[src/rtl/fir_pkg.sv]
// Shared types and helpers for the time-multiplexed FIR filter.
package fir_pkg;

  typedef enum logic [1:0] {
    IDLE,
    MAC,
    OUT
  } state_e;

  // Never returns less than 1 so that single-entry selects still get a 1-bit port.
  function automatic int unsigned clog2(input int unsigned n);
    int unsigned r;
    r = 0;
    while ((32'd1 << r) < n) r++;
    return (r == 0) ? 1 : r;
  endfunction

  function automatic int unsigned acc_width(input int unsigned dw, input int unsigned cw,
                                            input int unsigned taps);
    return dw + cw + clog2(taps);
  endfunction

  function automatic int unsigned out_shift(input int unsigned cw);
    return cw - 1;
  endfunction

  function automatic longint round_const(input int unsigned cw);
    return longint'(1) <<< (cw - 2);
  endfunction

  function automatic longint sat(input longint v, input int unsigned w);
    longint hi;
    longint lo;
    hi = (longint'(1) <<< (w - 1)) - 1;
    lo = -(longint'(1) <<< (w - 1));
    if (v > hi) return hi;
    if (v < lo) return lo;
    return v;
  endfunction

endpackage

[src/rtl/fir_coef_bank.sv]
// NBANK x TAPS coefficient register file: one write port, combinational read.
module fir_coef_bank
  import fir_pkg::*;
#(
  parameter int CW    = 16,
  parameter int TAPS  = 32,
  parameter int NBANK = 2
) (
  input  logic                        clk,
  input  logic                        rst,
  input  logic                        we,
  input  logic [clog2(NBANK)-1:0]     wr_bank,
  input  logic [clog2(TAPS)-1:0]      wr_addr,
  input  logic signed [CW-1:0]        wr_data,
  input  logic [clog2(NBANK)-1:0]     rd_bank,
  input  logic [clog2(TAPS)-1:0]      rd_idx,
  output logic signed [CW-1:0]        rd_data
);

  logic signed [CW-1:0] mem_q [NBANK][TAPS];
  logic signed [CW-1:0] mem_d [NBANK][TAPS];

  always_comb begin
    mem_d = mem_q;
    if (we && (32'(wr_bank) < NBANK) && (32'(wr_addr) < TAPS)) begin
      mem_d[wr_bank][wr_addr] = wr_data;
    end
  end

  always_ff @(posedge clk) begin
    if (rst) begin
      mem_q <= '{default: '0};
    end else begin
      mem_q <= mem_d;
    end
  end

  assign rd_data = ((32'(rd_bank) < NBANK) && (32'(rd_idx) < TAPS)) ? mem_q[rd_bank][rd_idx] : '0;

endmodule

[src/rtl/fir_mac_filter.sv]
// Time-multiplexed FIR: one shared MAC computes one tap per clock after each f_s strobe.
module fir_mac_filter
  import fir_pkg::*;
#(
  parameter int DW    = 12,
  parameter int CW    = 16,
  parameter int TAPS  = 32,
  parameter int NBANK = 2
) (
  input  logic                     clk,
  input  logic                     rst,
  input  logic                     f_s,
  input  logic signed [DW-1:0]     din,
  input  logic [clog2(NBANK)-1:0]  bank_sel,
  input  logic                     coef_we,
  input  logic [clog2(NBANK)-1:0]  coef_bank,
  input  logic [clog2(TAPS)-1:0]   coef_addr,
  input  logic signed [CW-1:0]     coef_data,
  output logic signed [DW-1:0]     dout,
  output logic                     dout_valid,
  output logic                     busy,
  output logic                     coef_nack,
  output logic                     overrun
);

  localparam int BW   = clog2(NBANK);
  localparam int AW   = clog2(TAPS);
  localparam int ACCW = acc_width(DW, CW, TAPS);
  localparam int SH   = out_shift(CW);
  localparam logic signed [ACCW:0] RND = (ACCW + 1)'(round_const(CW));

  logic fs_meta_q, fs_sync_q, fs_prev_q, rise;

  state_e                 state_q, state_d;
  logic [AW-1:0]          k_q, k_d;
  logic [AW-1:0]          wr_ptr_q, wr_ptr_d;
  logic [BW-1:0]          act_bank_q, act_bank_d;
  logic signed [ACCW-1:0] acc_q, acc_d;
  logic signed [DW-1:0]   dline_q [TAPS];
  logic signed [DW-1:0]   dline_d [TAPS];
  logic signed [DW-1:0]   dout_q, dout_d;
  logic                   dout_valid_q, dout_valid_d;
  logic                   coef_nack_q, coef_nack_d;
  logic                   overrun_q, overrun_d;

  logic                   coef_rej;
  logic [AW:0]            idx_sum;
  logic [AW-1:0]          tap_idx;
  logic signed [CW-1:0]   coef_rd;
  logic signed [DW-1:0]   x_tap;
  logic signed [DW+CW-1:0] prod;
  logic signed [ACCW:0]   rnd_sum, shifted;

  assign rise = fs_sync_q & ~fs_prev_q;
  assign busy = (state_q != IDLE);

  assign coef_rej = (busy && (coef_bank == act_bank_q)) ||
                    (32'(coef_bank) >= NBANK) || (32'(coef_addr) >= TAPS);

  // Offset by TAPS before subtracting so the modulo also holds for non-power-of-two TAPS.
  always_comb begin
    idx_sum = {1'b0, wr_ptr_q} + (AW + 1)'(TAPS) - {1'b0, k_q};
    tap_idx = (idx_sum >= (AW + 1)'(TAPS)) ? AW'(idx_sum - (AW + 1)'(TAPS)) : AW'(idx_sum);
  end

  fir_coef_bank #(
    .CW    (CW),
    .TAPS  (TAPS),
    .NBANK (NBANK)
  ) u_coef (
    .clk     (clk),
    .rst     (rst),
    .we      (coef_we & ~coef_rej),
    .wr_bank (coef_bank),
    .wr_addr (coef_addr),
    .wr_data (coef_data),
    .rd_bank (act_bank_q),
    .rd_idx  (k_q),
    .rd_data (coef_rd)
  );

  always_comb begin
    x_tap   = dline_q[tap_idx];
    prod    = (DW + CW)'(x_tap) * (DW + CW)'(coef_rd);
    rnd_sum = (ACCW + 1)'(acc_q) + RND;
    shifted = rnd_sum >>> SH;
  end

  always_comb begin
    state_d      = state_q;
    k_d          = k_q;
    wr_ptr_d     = wr_ptr_q;
    act_bank_d   = act_bank_q;
    acc_d        = acc_q;
    dline_d      = dline_q;
    dout_d       = dout_q;
    dout_valid_d = 1'b0;
    coef_nack_d  = coef_we & coef_rej;
    overrun_d    = overrun_q | (rise & busy);
    unique case (state_q)
      IDLE: begin
        if (rise) begin
          dline_d[wr_ptr_q] = din;
          act_bank_d        = bank_sel;
          acc_d             = '0;
          k_d               = '0;
          state_d           = MAC;
        end
      end
      MAC: begin
        acc_d = acc_q + ACCW'(prod);
        if (k_q == AW'(TAPS - 1)) state_d = OUT;
        else k_d = k_q + 1'b1;
      end
      OUT: begin
        dout_d       = DW'(sat(longint'(shifted), DW));
        dout_valid_d = 1'b1;
        wr_ptr_d     = (wr_ptr_q == AW'(TAPS - 1)) ? '0 : wr_ptr_q + 1'b1;
        state_d      = IDLE;
      end
      default: state_d = IDLE;
    endcase
  end

  always_ff @(posedge clk) begin
    if (rst) begin
      fs_meta_q    <= 1'b0;
      fs_sync_q    <= 1'b0;
      fs_prev_q    <= 1'b0;
      state_q      <= IDLE;
      k_q          <= '0;
      wr_ptr_q     <= '0;
      act_bank_q   <= '0;
      acc_q        <= '0;
      dline_q      <= '{default: '0};
      dout_q       <= '0;
      dout_valid_q <= 1'b0;
      coef_nack_q  <= 1'b0;
      overrun_q    <= 1'b0;
    end else begin
      fs_meta_q    <= f_s;
      fs_sync_q    <= fs_meta_q;
      fs_prev_q    <= fs_sync_q;
      state_q      <= state_d;
      k_q          <= k_d;
      wr_ptr_q     <= wr_ptr_d;
      act_bank_q   <= act_bank_d;
      acc_q        <= acc_d;
      dline_q      <= dline_d;
      dout_q       <= dout_d;
      dout_valid_q <= dout_valid_d;
      coef_nack_q  <= coef_nack_d;
      overrun_q    <= overrun_d;
    end
  end

  assign dout       = dout_q;
  assign dout_valid = dout_valid_q;
  assign coef_nack  = coef_nack_q;
  assign overrun    = overrun_q;

endmodule

[config.mk]
export PLATFORM = sky130hd
export DESIGN_NAME = fir_mac_filter
export DESIGN_NICKNAME = d
export VERILOG_FILES = /design/src/rtl/fir_pkg.sv /design/src/rtl/fir_coef_bank.sv /design/src/rtl/fir_mac_filter.sv
export SDC_FILE = /design/constraint.sdc
export NUM_CORES = 2
export LEC_CHECK = 0
export ABC_AREA = 1
export ABC_CLOCK_PERIOD_IN_PS = 9600
export CORE_MARGIN = 8
export CORE_UTILIZATION = 55
export DETAILED_ROUTE_END_ITERATION = 6
export PLACE_DENSITY = 0.79
export SYNTH_ARGS = -nofsm -noshare
export SYNTH_HDL_FRONTEND = slang
export SYNTH_SLANG_ARGS = --single-unit
[constraint.sdc]
create_clock -name clk -period 9.6 [get_ports clk]
set_clock_uncertainty 0.2 [all_clocks]
set_input_delay 1.92 -clock clk [delete_from_list [all_inputs] [get_ports clk]]
set_output_delay 1.92 -clock clk [all_outputs]
set_load 0.05 [all_outputs]
==> flow_summary.yaml <==
route:
  drt-wirelength-per-cell_um: 19.5
  drtAntennaViolNets: 0
  via_per_inst: 5.96
  num_vias: 73600
  wirelength_mm: 241
  drc_errors: 0
  drt-pass1-iter-count: 7
  dr.first_iter.drc_count: 10900
synthesis:
  syn_area_per_cell_sq_um: 6.98
  synthTopCellsByCount: "nor2_1, nand2_1, dfxtp_1"
  synth_most_common_cell: "nor2_1"
  ys_ff_latch: 1472
  synthCells: 11000
  synth_area_sq_um: 76400
  synth_ff_type: "dfxtp_1"
  synth_edf_count: 0
  ys.warnings.count: 0
  async_reset_ff_frac: 0
  yosysUniqueCellTypes: 47
  yosysTopAreaCell: "dfxtp_1"
  yosysSeqAreaShare: 0.386
  synth_area_leaders: "dfxtp_1, nor2_1, o21ai_0, nand3_1, nand2_1"
  synth_top_area_frac: 0.386
  syn-num-nets: 11300
clock_network:
  cts_tree: "done"
  cts_buffers: 156
  clk_pin_slew_ps: 60
  htreeDepth: 4
  hold_buffers: 0
  root_buffer: "clkbuf_16"
  clockBufferDepth: 3
  clk_latency_ps: 820
  cts.sinks: 1472
power_and_ir_drop:
  internal-power_mw: 10.6
  swShare: 0.293
  peakVddDrop_v: 0.000207
  switching_power_mw: 4.40
  combPwrFrac: 0.160
  seq_power_share: 0.414
  clockPowerShare: 0.426
  leakage_nw: 35.9
  power.density_nw_per_um2: 184
floorplan:
  die_w_um: 389
  die_area_sq_um: 151000
  core_sq_um: 138000
  start_util: 0.555
  rows: 136
  die_h_um: 389
  ios: 55
global_route:
  overflow: 0
  antenna_found_initial: 4
  grt_pass1_wl_mm: 380
  grtUsageTotal: 0.305
  grt_max_degree: 305
  grt_pass1_vias: 68700
setup_path:
  cp.arrival_ps: 9520
  worstPathRequired_ps: 10130
  critPathSlowestCell: "fa_4"
  critPathMostFrequentCell: "inv_1"
  rr_startpoint: "wr_ptr_q[0]"
  crit_path_start: "wr_ptr_q[0]"
  crit_fanout: 44
  worst_setup_path_start_kind: "flip-flop"
  critPathCaptureType: "flip-flop"
  cp_slowest_stage_delay_ps: 1110
  crit_type: "flip-flop to flip-flop"
  reg2reg_depth: 32
layout:
  area_growth_pct: 6.49
  layout-drive-gt1-share: 0.0565
  nets: 10800
  fill_cells: 12300
  regArea_sq_um: 29500
  utilization: 0.591
  multiInputGateArea_sq_um: 40600
  final_cells: 12400
hold_path:
  hold_start: "fs_meta_q"
  hold_path.class: "flip-flop to flip-flop"
  min_path_cells: 2
sta:
  hold_ws_ps: 216
  fin_crit_ps: 8990
  fmax_mhz: 111
  fin_crit_sh: 0.937
  setup_viol: 0
  relSlewSlack: 0.174
  worst_pin_slew_ps: 1240
  rsz0062_at_grt: "false"
  hold_viol_final: 0
  tns_ps: 0
  finalMaxSlewViolations: 0
  finalWorstSetupSlack_ps: 606
place:
  pre_cts_slack_ps: 514
  dp_hpwl_mm: 147
  io_buffers: 54
  place_congestion: 0.937
  placed_cells: 12100
run:
  maxCapViolCount: 0
status:
  status: "completed"
-- critical path, delay by kind of cell, from the launching register on --
family | cells | cell delay, ps
simple gates | 6 | 1090
compound gates | 8 | 1370
fa+ha+maj | 9 | 4480
buf+inv | 9 | 1330
flops | 1 | 390
-- metrics by stage --
step | instance area, sq um | total power, mW
finish | 81400 | 15.0
global route | 81400 | 15.5
CTS | 81300 | 15.0
detailed placement | 75900 | 8.70
global placement | 75900 | 8.67
floorplan | 76400 | 8.02
-- path summary, 6_finish.rpt --
path / end / slack (ps)
max: acc_q[30] / 610
min: fs_sync_q / 220
max reg2reg: acc_q[30] / 610
min reg2reg: fs_sync_q / 220
-- power by group through the flow --
stage | Clock [mW] | Combinational (mW) | Sequential (mW)
finish | 6.39 | 2.41 | 6.21
global route | 6.67 | 2.65 | 6.22
CTS | 6.42 | 2.37 | 6.21
detailed placement | 0 | 2.35 | 6.35
global placement | 0 | 2.33 | 6.35
floorplan | 0 | 1.70 | 6.32
-- layout by cell type (no fill, tap or decap), types with 11 or more instances in the layout --
master | netlist | final
nor2_1 | 2942 | 2941
nand2_1 | 1523 | 1523
dfxtp_1 | 1472 | 1468
o21ai_0 | 1417 | 1417
nand3_1 | 1170 | 1170
inv_1 | 471 | 467
a21oi_1 | 310 | 310
fa_1 | 229 | 228
clkbuf_16 | 0 | 157
o21ai_1 | 148 | 148
buf_4 | 107 | 106
ha_1 | 96 | 95
nor2_8 | 60 | 60
inv_2 | 56 | 55
clkdlybuf4s50_1 | 0 | 37
clkbuf_8 | 0 | 32
clkbuf_1 | 337 | 30
nand2_2 | 21 | 21
clkinv_2 | 0 | 21
o211ai_1 | 20 | 20
inv_4 | 21 | 19
buf_12 | 6 | 18
nand4_1 | 17 | 17
bufinv_16 | 0 | 16
nor3_1 | 15 | 15
nand3_2 | 14 | 14
nor2_2 | 15 | 14
a21oi_2 | 12 | 12
xnor2_1 | 12 | 11
-- sequential cells by signal, summed over array words and instances (netlist names), 2 cells and up --
| name | flops |
|---|---|
| dout | 12 |
| wr_ptr_q | 5 |
| acc_q | 33 |
| k_q | 5 |
| dline_q | 384 |
| state_q | 2 |
| u_coef.mem_q | 1024 |
-- logic make-up after synthesis --
group,count (synthesis),synth area share
flip-flops,1472,0.386
AO/OA/AOI/OAI,1959,0.132
buffers and inverters,1385,0.0840
adder cells (fa/ha/maj),325,0.0757
AND/OR/NAND/NOR,5795,0.320
XOR/XNOR,21,0.00275
-- timing repair --
item                                    CTS  global route
endpoints found under the setup margin    0             7
resized for setup                         0             3
setup buffers                             0             8
hold endpoints to repair                  0             0
-- metal layers --
metal | vias to the layer above | track usage | share of wire | routed length, um
met1 | 34400 | 0.407 | 0.40 | 96800
met4 | 2 | 0.149 | 0.052 | 12500
li1 | 34200 | - | - | -
met3 | 742 | 0.0658 | 0.11 | 26300
met5 | - | 0 | 0.000054 | 13
met2 | 4259 | 0.468 | 0.44 | 105000
-- final cells by class --
type,instances,share of cell area
antenna,2,0.0000615
clock buffer,219,0.0551
clock inverter,59,0.0112
inverter,549,0.0265
multi-input combinational,8100,0.499
sequential,1472,0.362
tap,1794,0.0276
timing repair buffer,162,0.0188
No activity file was read; power rests on OpenSTA's default activity.
